<file path="src/rtl/wb_pkg.sv">
// Shared definitions for the write-back select stage: source indices,
// FSM state encoding and default widths.
package wb_pkg;

   localparam int WB_DATA_W = 32;
   localparam int WB_ADDR_W = 5;

   // Write-back source indices as wired on the datapath src_bus
   localparam int WB_SRC_ALUOUT   = 0;
   localparam int WB_SRC_LOADSIZE = 1;
   localparam int WB_SRC_MEMDATA  = 2;
   localparam int WB_SRC_RD       = 3;
   localparam int WB_SRC_SE1_32   = 4;
   localparam int WB_SRC_CONST227 = 5;
   localparam int WB_SRC_REGB     = 6;
   localparam int WB_SRC_HI       = 7;
   localparam int WB_SRC_LO       = 8;
   localparam int WB_N_SRC        = WB_SRC_LO + 1;

   typedef enum logic [1:0] {
      IDLE,
      WRITE,
      HELD
   } wb_state_e;

endpackage

</file>
<file path="src/rtl/wb_src_select.sv">
// Combinational N-to-1 indexed source select; out-of-range indices give
// zero data and raise illegal_o.
module wb_src_select #(
   parameter int DATA_W = 32,
   parameter int N_SRC  = 9,
   parameter int SEL_W  = $clog2(N_SRC)
) (
   input  logic [N_SRC*DATA_W-1:0] src_bus_i,
   input  logic [SEL_W-1:0]        sel_i,
   output logic [DATA_W-1:0]       data_o,
   output logic                    illegal_o
);

   localparam logic [SEL_W:0] NSRC_C = (SEL_W + 1)'(N_SRC);

   always_comb begin
      // NOTE: every output gets a default before any branch so no latch is inferred.
      data_o    = '0;
      illegal_o = ({1'b0, sel_i} >= NSRC_C);
      for (int k = 0; k < N_SRC; k++) begin
         if (sel_i == SEL_W'(k)) begin
            data_o = src_bus_i[k*DATA_W +: DATA_W];
         end
      end
   end

endmodule

</file>
<file path="src/rtl/wb_select_stage.sv">
// Registered write-back source multiplexer: one-entry output register with
// valid/ready handshake, stall hold, sticky illegal-select flag and $zero suppression.
module wb_select_stage
   import wb_pkg::*;
#(
   parameter int DATA_W        = WB_DATA_W,
   parameter int N_SRC         = WB_N_SRC,
   parameter int SEL_W         = $clog2(N_SRC),
   parameter int ADDR_W        = WB_ADDR_W,
   parameter int ZERO_SUPPRESS = 1
) (
   input  logic                    clk,
   input  logic                    reset,
   input  logic [N_SRC*DATA_W-1:0] src_bus,
   input  logic [SEL_W-1:0]        sel,
   input  logic [ADDR_W-1:0]       in_dst,
   input  logic                    in_valid,
   output logic                    in_ready,
   input  logic                    stall,
   output logic                    rf_we,
   output logic [ADDR_W-1:0]       rf_addr,
   output logic [DATA_W-1:0]       rf_data,
   input  logic [ADDR_W-1:0]       fwd_addr,
   output logic                    fwd_hit,
   output logic [DATA_W-1:0]       fwd_data,
   output logic                    sel_err,
   output logic [15:0]             wr_count
);

   logic [DATA_W-1:0] sel_data;
   logic              sel_illegal;
   logic              accept;
   logic              dst_zero;

   wb_state_e         state_q, state_d;
   logic              we_q, we_d;
   logic [ADDR_W-1:0] addr_q, addr_d;
   logic [DATA_W-1:0] data_q, data_d;
   logic              err_q, err_d;
   logic [15:0]       cnt_q, cnt_d;

   wb_src_select #(
      .DATA_W (DATA_W),
      .N_SRC  (N_SRC),
      .SEL_W  (SEL_W)
   ) u_src_select (
      .src_bus_i (src_bus),
      .sel_i     (sel),
      .data_o    (sel_data),
      .illegal_o (sel_illegal)
   );

   assign in_ready = !stall;
   assign accept   = in_valid && !stall;
   assign dst_zero = (ZERO_SUPPRESS != 0) && (in_dst == '0);

   always_comb begin
      state_d = state_q;
      we_d    = 1'b0;
      addr_d  = addr_q;
      data_d  = data_q;
      err_d   = err_q;
      case (state_q)
         IDLE:    if (accept) state_d = WRITE;
         WRITE:   state_d = accept ? WRITE : HELD;
         HELD:    if (accept) state_d = WRITE;
         default: state_d = IDLE;
      endcase
      if (accept) begin
         we_d   = !dst_zero;
         addr_d = in_dst;
         data_d = sel_data;
         err_d  = err_q | sel_illegal;
      end
      // Count the pulse being scheduled so wr_count updates alongside rf_we.
      cnt_d = cnt_q + {15'd0, we_d};
   end

   always_ff @(posedge clk) begin
      // NOTE: sequential state uses non-blocking assignments so every register samples pre-edge values.
      if (reset) begin
         state_q <= IDLE;
         we_q    <= 1'b0;
         addr_q  <= '0;
         data_q  <= '0;
         err_q   <= 1'b0;
         cnt_q   <= '0;
      end else begin
         state_q <= state_d;
         we_q    <= we_d;
         addr_q  <= addr_d;
         data_q  <= data_d;
         err_q   <= err_d;
         cnt_q   <= cnt_d;
      end
   end

   assign rf_we    = we_q;
   assign rf_addr  = addr_q;
   assign rf_data  = data_q;
   assign sel_err  = err_q;
   assign wr_count = cnt_q;

   // Forwarding looks only at registered state, never at src_bus.
   assign fwd_hit  = (state_q != IDLE) && (fwd_addr == addr_q) && (fwd_addr != '0);
   assign fwd_data = fwd_hit ? data_q : '0;

endmodule

</file>
<file path="config.mk">
export PLATFORM = sky130hd
export DESIGN_NAME = wb_select_stage
export DESIGN_NICKNAME = d
export VERILOG_FILES = /design/src/rtl/wb_pkg.sv /design/src/rtl/wb_src_select.sv /design/src/rtl/wb_select_stage.sv
export SDC_FILE = /design/constraint.sdc
export NUM_CORES = 1
export LEC_CHECK = 0
export ABC_AREA = 1
export BUFFER_PORTS_ARGS = -buffer_cell sky130_fd_sc_hd__buf_4
export CAP_MARGIN = 20
export CORE_AREA = 2 2 154 156
export CTS_CLUSTER_DIAMETER = 30
export DETAILED_ROUTE_END_ITERATION = 10
export DIE_AREA = 0 0 156 158
export PLACE_DENSITY = 0.59
export SLEW_MARGIN = 40
export SYNTH_ARGS = -nofsm -noshare
export SYNTH_HDL_FRONTEND = slang
export SYNTH_SLANG_ARGS = --single-unit
</file>
<file path="constraint.sdc">
create_clock -name clk -period 1.6 [get_ports clk]
set_input_delay 0.32 -clock clk [delete_from_list [all_inputs] [get_ports clk]]
set_output_delay 0.32 -clock clk [all_outputs]
set_load 0.01 [all_outputs]
</file>
==> results of run 1 <==
==> critical path, delay by kind of cell, from the launching register on <==
kind                      cells  cell delay (ns)
DFF                           1             0.32
AOI/OAI and AO/OA             1             0.25
and+or+nand+nor               2             0.26
xor gates and xnor gates      1             0.16
buffers and inverters         2             0.31
==> cells in the final DEF (no fill, tap or decap), types with 2 or more instances in the layout <==
cell,count
inv_1,154
nand4_1,10
nand3_1,164
nor3_2,2
nor3_1,2
or2_2,9
nor2_1,105
ha_4,2
nand3_2,3
buf_6,2
bufinv_16,3
buf_12,13
buf_4,453
nand2_2,3
a31oi_1,2
o211ai_1,28
o21ai_0,42
nor2_2,14
clkbuf_16,9
xor2_1,3
dfxtp_1,55
nand2_1,277
nand3b_1,2
or2_0,17
inv_2,5
dfxtp_2,2
nor2_4,5
a21oi_1,9
==> cell type report <==
class | instances | area [um^2]
fillers | 2466 | 13500
clock buffers | 11 | 243
clock inverters | 5 | 103
flip-flops and latches | 57 | 1140
multi-input cells | 712 | 3410
inverters | 161 | 621
repair buffers | 469 | 3690
well taps | 290 | 363
==> registers in the layout (all words and copies together), names as in the netlist <==
register / cells
wr_count: 16
sel_err: 1
rf_we: 1
rf_addr: 5
rf_data: 32
state_q: 2
==> metrics by stage <==
step                      TNS (ns)  setup WS (ns)  total power [W]   util
after global placement       -8.74         -0.328          0.00307  0.396
final                       -10.80         -0.368          0.00529  0.415
after global routing        -13.32         -0.436          0.00557  0.415
after floorplan             -0.217        -0.0114          0.00204      -
after CTS                   -11.85         -0.396          0.00535  0.413
after detailed placement    -10.81         -0.312          0.00307  0.396
==> synth_stat cells (2+ instances only) <==
cell type,count,share of area
nand3_1,168,0.16
inv_2,2,0.0014
inv_1,158,0.11
buf_2,7,0.0067
a31oi_1,2,0.0024
or2_0,17,0.020
o211ai_1,28,0.040
or2_2,9,0.011
clkbuf_1,49,0.035
nand3b_1,2,0.0029
dfxtp_1,57,0.22
o21ai_0,43,0.041
ha_1,2,0.0048
nor2_1,121,0.087
nand4_1,10,0.012
nor2_2,3,0.0036
nand2_1,280,0.20
a21oi_1,9,0.0086
nor3_1,4,0.0038
xor2_1,3,0.0050
==> kinds of logic after synthesis <==
| kind of cell | count (synthesis) |
|---|---|
| and+or+nand+nor | 619 |
| buffers and inverters | 217 |
| AOI/OAI and AO/OA | 87 |
| DFF | 57 |
| xor gates and xnor gates | 4 |
| adders and majority gates | 2 |
==> per-layer routing <==
layer,up-vias,GRT usage
met2,291,0.404
met3,38,0.0569
met1,3455,0.248
met5,-,0
met4,2,0.0594
li1,3932,-
==> final timing paths <==
kind	startpoint	endpoint	slack [ns]	depth (start not counted)
min	in_dst[4]	rf_addr[4]	0.23	3
max	rf_addr[3]	fwd_data[7]	-0.37	6
max reg2reg	wr_count[0]	wr_count[14]	0.19	7
min reg2reg	rf_data[20]	rf_data[20]	0.48	2
==> power by group through the flow <==
stage | Sequential [W] | Combinational [W] | Clock (W)
final | 0.00152 | 0.00152 | 0.00225
after global routing | 0.00153 | 0.00166 | 0.00238
after CTS | 0.00152 | 0.00154 | 0.00229
after detailed placement | 0.00155 | 0.00152 | 0
after global placement | 0.00155 | 0.00152 | 0
after floorplan | 0.00156 | 0.000482 | 0
==> timing repair <==
action | CTS | global route
endpoints found under the setup margin | 33 | 43
pin swaps | 0 | 8
gates resized for setup | 9 | 16
gates cloned | 1 | 0
==> metrics.cfg, run 1 <==
[run_status]
status=finished with violations
violations=setup timing

[synthesis]
synth_ff_type=dfxtp_1
yosysWarnings=0
syn-mean-instance-area_um2=5.29
synth_top_family_by_area=simple AND/OR/NAND/NOR gates
synth_cells=986
synth-edff-count=0
netlist_area_mm2=0.00521
yosys_register_bits=57
synth_compound_area_frac=0.101
synth-simple-area-share=0.511
ys_seq_area_frac=0.219
ys_async_sr_fraction=0
synthAdderAreaFrac=0.00480
synth_cell_types=32
synthMuxAreaShare=0
synth_xor_area_frac=0.00672
synth_nets=1294

[setup_path]
worstPathArrival_ns=1.65
crit_path_top_delay_cell=dfxtp_2
crit_fanout=23
critPathRequiredTime_ns=1.28
critPathKind=register to output port
cp-start-kind=register
cp_cell_sequence=xor2_1, a221oi_2, nand3_4, buf_12, nor2_1, buf_4
critPathCaptureType=output port
cpPeakStageDelay_ns=0.32

[cts]
cts_setup_buffers=0
cts-buffers-inserted=9
clk_path_buf_depth=2
path_clk_slew_ns=0.05
cts_tree=yes
cts_sinks=57
root_buffer=clkbuf_16
hold_buffers=0
clk_latency_ns=0.33
htree_levels=3

[routing]
routedWlPerCell_um=16.4
wl_met3_um=2180
viasPerCell=4.53
drc=0
dr.pass1.iters=5
wl_met1_um=11100
route.vias.total=7718
wl_met2_um=14100
top_layer=met5
wl_um=28000
ant_nets=0
drt_iter0_markers=357

[finish]
stdcell_count=1705
fin_nets=1718
drive_gt1_frac=0.378
synthToLayoutAreaGrowth_pct=83.5
n_antenna_cell=0
design_area_mm2=0.00957

[placement]
gp_congestion=0.889
dp.cells=1688
dp_hpwl_um=23400
port_buffers=394
place_area_mm2=0.00913

[sta]
setup_ws_ns=-0.368
finalClockSkew_ns=0.00554
max_slew_margin=0.773
period_share=1.23
maxSlewViolCount=0
tightest_slew_ns=0.340
fmax_mhz=508
hold_viol=0
min_period_ns=1.97
grt_setup_unrepaired=true
finalSetupViolations=33
whs_ns=0.234

[grt]
antenna_found_initial=1
grt_pass1_wl_um=40800
grtUsageTotal=0.218
grt_pass1_vias=7389
grt_max_degree=29
grt_overflow=0

[run]
drv_cap=0

[die]
core_mm2=0.0231
ios=395
fp.dieH_um=158
rows=56
dieArea_mm2=0.0246
fp.dieW_um=156
initial_utilization=0.226

[power_and_ir_drop]
pwr_density_cell_mw_per_mm2=553
p_sw_w=0.00143
pwr-share-comb=0.287
p_int_w=0.00386
vdd_drop_max_uv=381
p_leak_nw=5.19
swShare=0.270
power_frac_clock=0.425
p_seq_frac=0.288

[min_path]
hp-class=input pin to register

(Power assumes the default switching activity.)
==> run 2, diff against run 1 <==
--- a/config.mk
+++ b/config.mk
@@ -5,14 +5,13 @@
 export SDC_FILE = /design/constraint.sdc
 export NUM_CORES = 1
 export LEC_CHECK = 0
-export ABC_AREA = 1
 export BUFFER_PORTS_ARGS = -buffer_cell sky130_fd_sc_hd__buf_4
 export CAP_MARGIN = 20
-export CORE_AREA = 2 2 154 156
+export CORE_AREA = 2 2 151 153
 export CTS_CLUSTER_DIAMETER = 30
 export DETAILED_ROUTE_END_ITERATION = 10
-export DIE_AREA = 0 0 156 158
-export PLACE_DENSITY = 0.59
+export DIE_AREA = 0 0 153 155
+export PLACE_DENSITY = 0.6
 export SLEW_MARGIN = 40
 export SYNTH_ARGS = -nofsm -noshare
 export SYNTH_HDL_FRONTEND = slang
==> run 2 against run 1 <==
The flow still finishes with violations (setup timing). Critical path depth increased by 1. Maximum frequency shrank 5.1%. Sequential power is essentially flat. Total power fell by 3.7%. Combinational power is 3% higher. Clock-buffer cell count shrank 1. Utilization is 0.85 points higher. Non-clock buffer count is 5 lower. Sequential cell count unchanged. Area after synthesis fell by 3.1%. Cell count is 21% lower.
==> metrics.cfg, run 2 <==
[min_path]
min_to=rf_addr[3]
hp-start=in_dst[3]
hp-class=input pin to register
min_path_cells=3  ; unchanged

[routing]
wl_um=27200  ; -2.8%
dr.pass1.iters=5  ; unchanged
drt_iter0_markers=393  ; +10%
route.vias.total=6861  ; -11%
routedWlPerCell_um=20.2  ; +23%
ant_nets=0  ; unchanged
drc=0  ; unchanged
viasPerCell=5.09  ; +12%

[grt]
grt_max_degree=51  ; +76%
grtUsageTotal=0.220  ; +0.00159
antenna_found_initial=0  ; -1
grt_pass1_wl_um=40300  ; -1.1%
grt_pass1_vias=6791  ; -8.1%
grt_overflow=0  ; unchanged

[setup_path]
r2r_slack_ns=0.09  ; -0.10 ns
r2r-start=wr_count[0]
cp-start-kind=register
worstPathArrival_ns=1.75  ; +0.10 ns
crit_fanout=16  ; -30%
worstReg2RegEnd=wr_count[14]
reg2reg_depth=6  ; -1
critPathCaptureType=output port
critPathRequiredTime_ns=1.28  ; about the same
critPathKind=register to output port

[finish]
mostFrequentLayoutCells=buf_4 (425), nor2_1 (74), mux2i_1 (59)
largest_reg_flops=32  ; unchanged
fin_util=0.424  ; +0.00853
multi_input_area_mm2=0.00380  ; +12%
fin_nets=1366  ; -20%
synthToLayoutAreaGrowth_pct=86.5
layout.area.seq_mm2=0.00115  ; +0.22%
layout_commonest_cell=buf_4
n_fill_cell=2268  ; -8.0%
drive_gt1_frac=0.516  ; +0.138
stdcell_count=1349  ; -21%

[sta]
setup_ws_ns=-0.475  ; -0.107 ns
whs_ns=0.246  ; +0.0118 ns
period_share=1.30  ; +0.0666
fin_tns_setup_ns=-15.61  ; -4.82 ns
grt_setup_unrepaired=true
tightest_slew_ns=0.418  ; +0.0780 ns
maxSlewViolCount=0  ; unchanged
max_slew_margin=0.721  ; -0.0524
fmax_mhz=482  ; -5.1%
finalClockSkew_ns=0.00468  ; -0.000865 ns
min_period_ns=2.07  ; +0.107 ns
hold_viol=0  ; unchanged
finalSetupViolations=44  ; +33%

[die]
ios=395  ; unchanged
initial_utilization=0.227  ; +0.00101
fp.dieH_um=155  ; -1.9%
fp.dieW_um=153  ; -1.9%
dieArea_mm2=0.0237  ; -3.8%
rows=55  ; -1.8%
core_mm2=0.0222  ; -3.6%

[cts]
cts-buffers-inserted=9  ; unchanged
cts_sinks=57  ; unchanged
path_clk_slew_ns=0.05  ; about the same
clk_path_buf_depth=2  ; unchanged
htree_levels=3  ; unchanged
root_buffer=clkbuf_16
clk_latency_ns=0.34  ; about the same
hold_buffers=0  ; unchanged
cts_tree=yes

[synthesis]
ys_seq_area_frac=0.226  ; +0.00711
ys_async_sr_fraction=0  ; unchanged
yosysMostFrequentCell=nor2_1
synth_ff_type=dfxtp_1
netlist_area_mm2=0.00505  ; -3.1%
yosys.area.top_type_share=0.226  ; +0.00711
yosysWarnings=0  ; unchanged
syn-mean-instance-area_um2=7.77  ; +47%
synth_cells=650  ; -34%
yosys-top-cells-area=dfxtp_1 (23%), mux2i_1 (12%), a221o_1 (5.7%), nor2_1 (5.7%), nor3b_1 (4.6%)
yosys-top-cells-count=nor2_1 (77), mux2i_1 (59), dfxtp_1 (57), clkbuf_1 (44), nand2_1 (44)
synth_cell_types=45  ; +41%
synth-edff-count=0  ; unchanged
yosys_register_bits=57  ; unchanged
yosys.area.top_type=dfxtp_1
synth_nets=958  ; -26%

[placement]
gp_congestion=0.864  ; -2.8%
port_buffers=394  ; unchanged
dp.cells=1326  ; -21%
dp_hpwl_um=21400  ; -8.7%

[power_and_ir_drop]
p_leak_nw=4.36  ; -16%
vdd_drop_max_uv=376  ; -1.5%
pwr_density_cell_mw_per_mm2=541  ; -2.2%

[run]
drv_cap=0  ; unchanged

[run_status]
status=finished with violations
violations=setup timing

[run 2: worst max path at each step]
stage,startpoint,end,slack (ns),cells past startpoint
4_1_cts,rf_addr[0],fwd_data[21],-0.47,7
5_1_grt,rf_addr[2],fwd_data[12],-0.55,7
3_3_place_gp,in_dst[1],wr_count[12],-0.54,10
2_1_floorplan,in_dst[1],wr_count[6],-0.31,9
3_5_place_dp,in_dst[1],wr_count[10],-0.54,10
6_report,rf_addr[2],fwd_data[21],-0.47,7
[run 2: worst max-delay path, stage by stage, from the launching register on]
cell and delay, ns:
dfxtp_2 0.33, xnor2_2 0.14, o221ai_2 0.13, nor3b_4 0.24, buf_12 0.17, buf_12 0.14, and2_1 0.14, buf_4 0.12
[run 2: report_power, final]
part,total (W),switching (W),internal (W)
Clock,0.00198,0.000747,0.00124
Combinational,0.00157,0.000649,0.000924
Sequential,0.00154,0.0000574,0.00148
Total,0.00509,0.00145,0.00364
[run 2: kinds of logic after synthesis]
logic type / count (synthesis) / synth area share
multiplexers: 61 / 0.121
XOR/XNOR: 16 / 0.0278
AND/OR/NAND/NOR: 237 / 0.246
AO/OA/AOI/OAI: 206 / 0.309
buffers and inverters: 71 / 0.0644
flip-flops: 57 / 0.226
adder cells (fa/ha/maj): 2 / 0.00496
[run 2: cell type report]
type | instances | share of cell area
Antenna cell | 1 | 0.000266
Clock buffer | 10 | 0.0254
Clock inverter | 6 | 0.00611
Inverter | 4 | 0.00159
Multi-Input combinational cell | 522 | 0.404
Sequential cell | 57 | 0.122
Tap cell | 285 | 0.0379
Timing Repair Buffer | 464 | 0.403
[run 2: metrics by stage]
stage          setup WS [ns]  power (W)  area (um^2)
2_1_floorplan         -0.307    0.00213         5120
3_3_place_gp          -0.538    0.00308         8740
3_5_place_dp          -0.544    0.00311         8780
4_1_cts               -0.475    0.00514         9340
5_1_grt               -0.548    0.00533         9410
6_report              -0.475    0.00509         9410
[run 2: routing by layer]
layer / up-vias / GRT usage / part of all wire
met5: - / 0 / 0
met4: 0 / 0.0463 / 0.012
met3: 22 / 0.0540 / 0.071
met2: 319 / 0.392 / 0.51
met1: 3258 / 0.269 / 0.41
li1: 3262 / - / -
[run 2: timing repair]
action,CTS,global route
hold endpoints to repair,0,0
cloned,2,0
resized for setup,50,15
pin swaps,18,12
setup buffers,2,2
endpoints found under the setup margin,46,46
==> run 3, diff against run 2 <==
--- a/config.mk
+++ b/config.mk
@@ -12,6 +12,7 @@
 export DETAILED_ROUTE_END_ITERATION = 10
 export DIE_AREA = 0 0 153 155
 export PLACE_DENSITY = 0.6
+export REMOVE_ABC_BUFFERS = 1
 export SLEW_MARGIN = 40
 export SYNTH_ARGS = -nofsm -noshare
 export SYNTH_HDL_FRONTEND = slang
==> run 3 against run 2 <==
The run still ends with setup timing left. Routed wire length rose by 4.0%. Sequential cell count did not move. Register-to-register slack barely moved. Critical endpoint is now fwd_data[19]. Largest power group unchanged. Highest routed layer is now met5.
==> metrics.cfg, run 3 (same netlist as run 2, synthesis figures left out) <==
[finish]
synthToLayoutAreaGrowth_pct=87.4
fin_nets=1368  ; +0.15%
mostFrequentLayoutCells=buf_4 (424), nor2_1 (74), mux2i_1 (59)
fin_util=0.426  ; +0.00203
stdcell_count=1351  ; +0.15%
design_area_mm2=0.00946  ; +0.48%
drive_gt1_frac=0.515  ; -0.00191
largest_reg_flops=32  ; unchanged
n_fill_cell=2270  ; +0.088%
layout_commonest_cell=buf_4

[placement]
place_area_mm2=0.00872  ; -0.71%
dp.cells=1321  ; -0.38%
port_buffers=394  ; unchanged
dp_hpwl_um=21200  ; -0.74%
gp_congestion=0.856  ; -0.86%

[routing]
wl_met1_um=11300  ; +1.0%
wl_met3_um=2230  ; +15%
routedWlPerCell_um=21.0  ; +3.9%
route.vias.total=6800  ; -0.89%
dr.pass1.iters=4  ; -1
drc=0  ; unchanged
wl_um=28300  ; +4.0%
wl_met2_um=13900  ; +0.42%
drt_iter0_markers=248  ; -37%
ant_nets=0  ; unchanged
viasPerCell=5.03  ; -1.0%
top_layer=met5

[sta]
finalSetupViolations=40  ; -9.1%
grt_setup_unrepaired=true
fmax_mhz=486  ; +0.78%
finalClockSkew_ns=0.00377  ; -0.000903 ns
setup_ws_ns=-0.459  ; +0.0160 ns
maxSlewViolCount=0  ; unchanged
tightest_slew_ns=0.430  ; +0.0121 ns
max_slew_margin=0.713  ; -0.00810
min_period_ns=2.06  ; -0.0160 ns
period_share=1.29  ; -0.00997
whs_ns=0.244  ; -0.00259 ns
hold_viol=0  ; unchanged

[power_and_ir_drop]
p_sw_w=0.00146  ; +0.62%
power_w=0.00517  ; +1.5%
swShare=0.283  ; -0.00242
p_seq_frac=0.297  ; -0.005
p_int_w=0.00371  ; +1.8%
p_leak_nw=4.40  ; +0.89%
pwr_density_cell_mw_per_mm2=546  ; +1.0%
power_frac_clock=0.393  ; +0.004
pwr-share-comb=0.309  ; about the same
vdd_drop_max_uv=339  ; -9.7%

[cts]
clk_latency_ns=0.34  ; about the same
root_buffer=clkbuf_16
cts_sinks=57  ; unchanged
clk_path_buf_depth=2  ; unchanged
cts_tree=yes
cts-buffers-inserted=9  ; unchanged
htree_levels=3  ; unchanged
path_clk_slew_ns=0.06  ; about the same

[setup_path]
worstReg2RegEnd=wr_count[13]
cpPeakStageDelay_ns=0.33  ; about the same
worstPathArrival_ns=1.74  ; about the same
r2r_slack_ns=0.09  ; about the same
cpMostUsedCell=buf_6
r2r-start=wr_count[5]
critPathCaptureType=output port
cp_cell_sequence=xnor2_2, o221ai_2, nor3b_2, buf_6, clkbuf_16, and2_4, buf_6
cp-startpoint=rf_addr[2]
critPathRequiredTime_ns=1.28  ; about the same
reg2reg_depth=4  ; -2
critPathKind=register to output port
cp-start-kind=register
crit_path_top_delay_cell=dfxtp_2
crit_fanout=7  ; -9

[grt]
grt_pass1_wl_um=40000  ; -0.82%
grt_max_degree=72  ; +41%
grt_pass1_vias=6823  ; +0.47%
antenna_found_initial=2  ; +2
grt_overflow=0  ; unchanged
grtUsageTotal=0.218  ; -0.00164

[die]
dieArea_mm2=0.0237  ; unchanged
initial_utilization=0.227  ; unchanged
core_mm2=0.0222  ; unchanged
fp.dieW_um=153  ; unchanged
rows=55  ; unchanged
ios=395  ; unchanged
fp.dieH_um=155  ; unchanged

[run_status]
violations=setup timing
status=finished with violations

[min_path]
hp-class=input pin to register
hp-start=in_dst[3]
min_path_cells=3  ; unchanged
min_to=rf_addr[3]

[run]
drv_cap=0  ; unchanged

## run 3: cell types whose count changed in the layout (fill, tap and decap cells not counted), moves of 2 or more
cell | previous run | this run
o21ai_1 | 2 | 0
clkinv_2 | 4 | 1
clkbuf_16 | 9 | 12
buf_6 | 22 | 25
## run 3: power by group through the flow
stage,Clock (W),Sequential [W],Combinational [W]
after floorplan,0,0.00157,0.000451
final,0.00203,0.00154,0.00160
after global routing,0.00216,0.00154,0.00171
after detailed placement,0,0.00156,0.00157
after global placement,0,0.00156,0.00153
after CTS,0.00210,0.00153,0.00158
## run 3: repair_timing
action / in CTS / in global routing
pin swaps: 17 / 16
gates resized for setup: 25 / 53
setup endpoints to repair: 47 / 47
hold buffers: 0 / 0
buffers inserted: 11 / 2
gates cloned: 0 / 3
## run 3: routing by layer
metal	GRT usage	vias up
met1	0.253	3152
met5	0	-
met4	0.0869	2
li1	-	3260
met2	0.380	329
met3	0.0638	57
## run 3: worst max path at each step
| stage | endpoint | depth (start not counted) |
|---|---|---|
| after floorplan | rf_data[0] | 3 |
| after global placement | wr_count[8] | 10 |
| after detailed placement | wr_count[8] | 10 |
| after CTS | fwd_data[14] | 7 |
| after global routing | fwd_data[19] | 7 |
| final | fwd_data[19] | 7 |
## run 3: final cells by class
class                      count  area (um^2)  share of cell area
tap                          285          357              0.0377
timing repair buffer         466         3830               0.405
antenna                        1         2.50            0.000265
clock inverter                 4         51.3             0.00542
sequential                    57         1150               0.121
multi-input combinational    522         3800               0.401
clock buffer                  12          256              0.0271
inverter                       4         15.0             0.00159
## run 3: worst max-delay path, delay by kind of cell (launching register included)
kind	cells	cell delay, ns
xor+xnor	1	0.13
buf+inv	3	0.47
flops	1	0.33
compound gates	1	0.11
simple gates	2	0.35
## run 3: metrics by stage
stage,setup slack (ns),setup TNS [ns]
detailed placement,-0.632,-25.09
global placement,-0.605,-25.53
global route,-0.519,-17.61
finish,-0.459,-14.87
CTS,-0.441,-14.48
floorplan,-1.14,-72.38
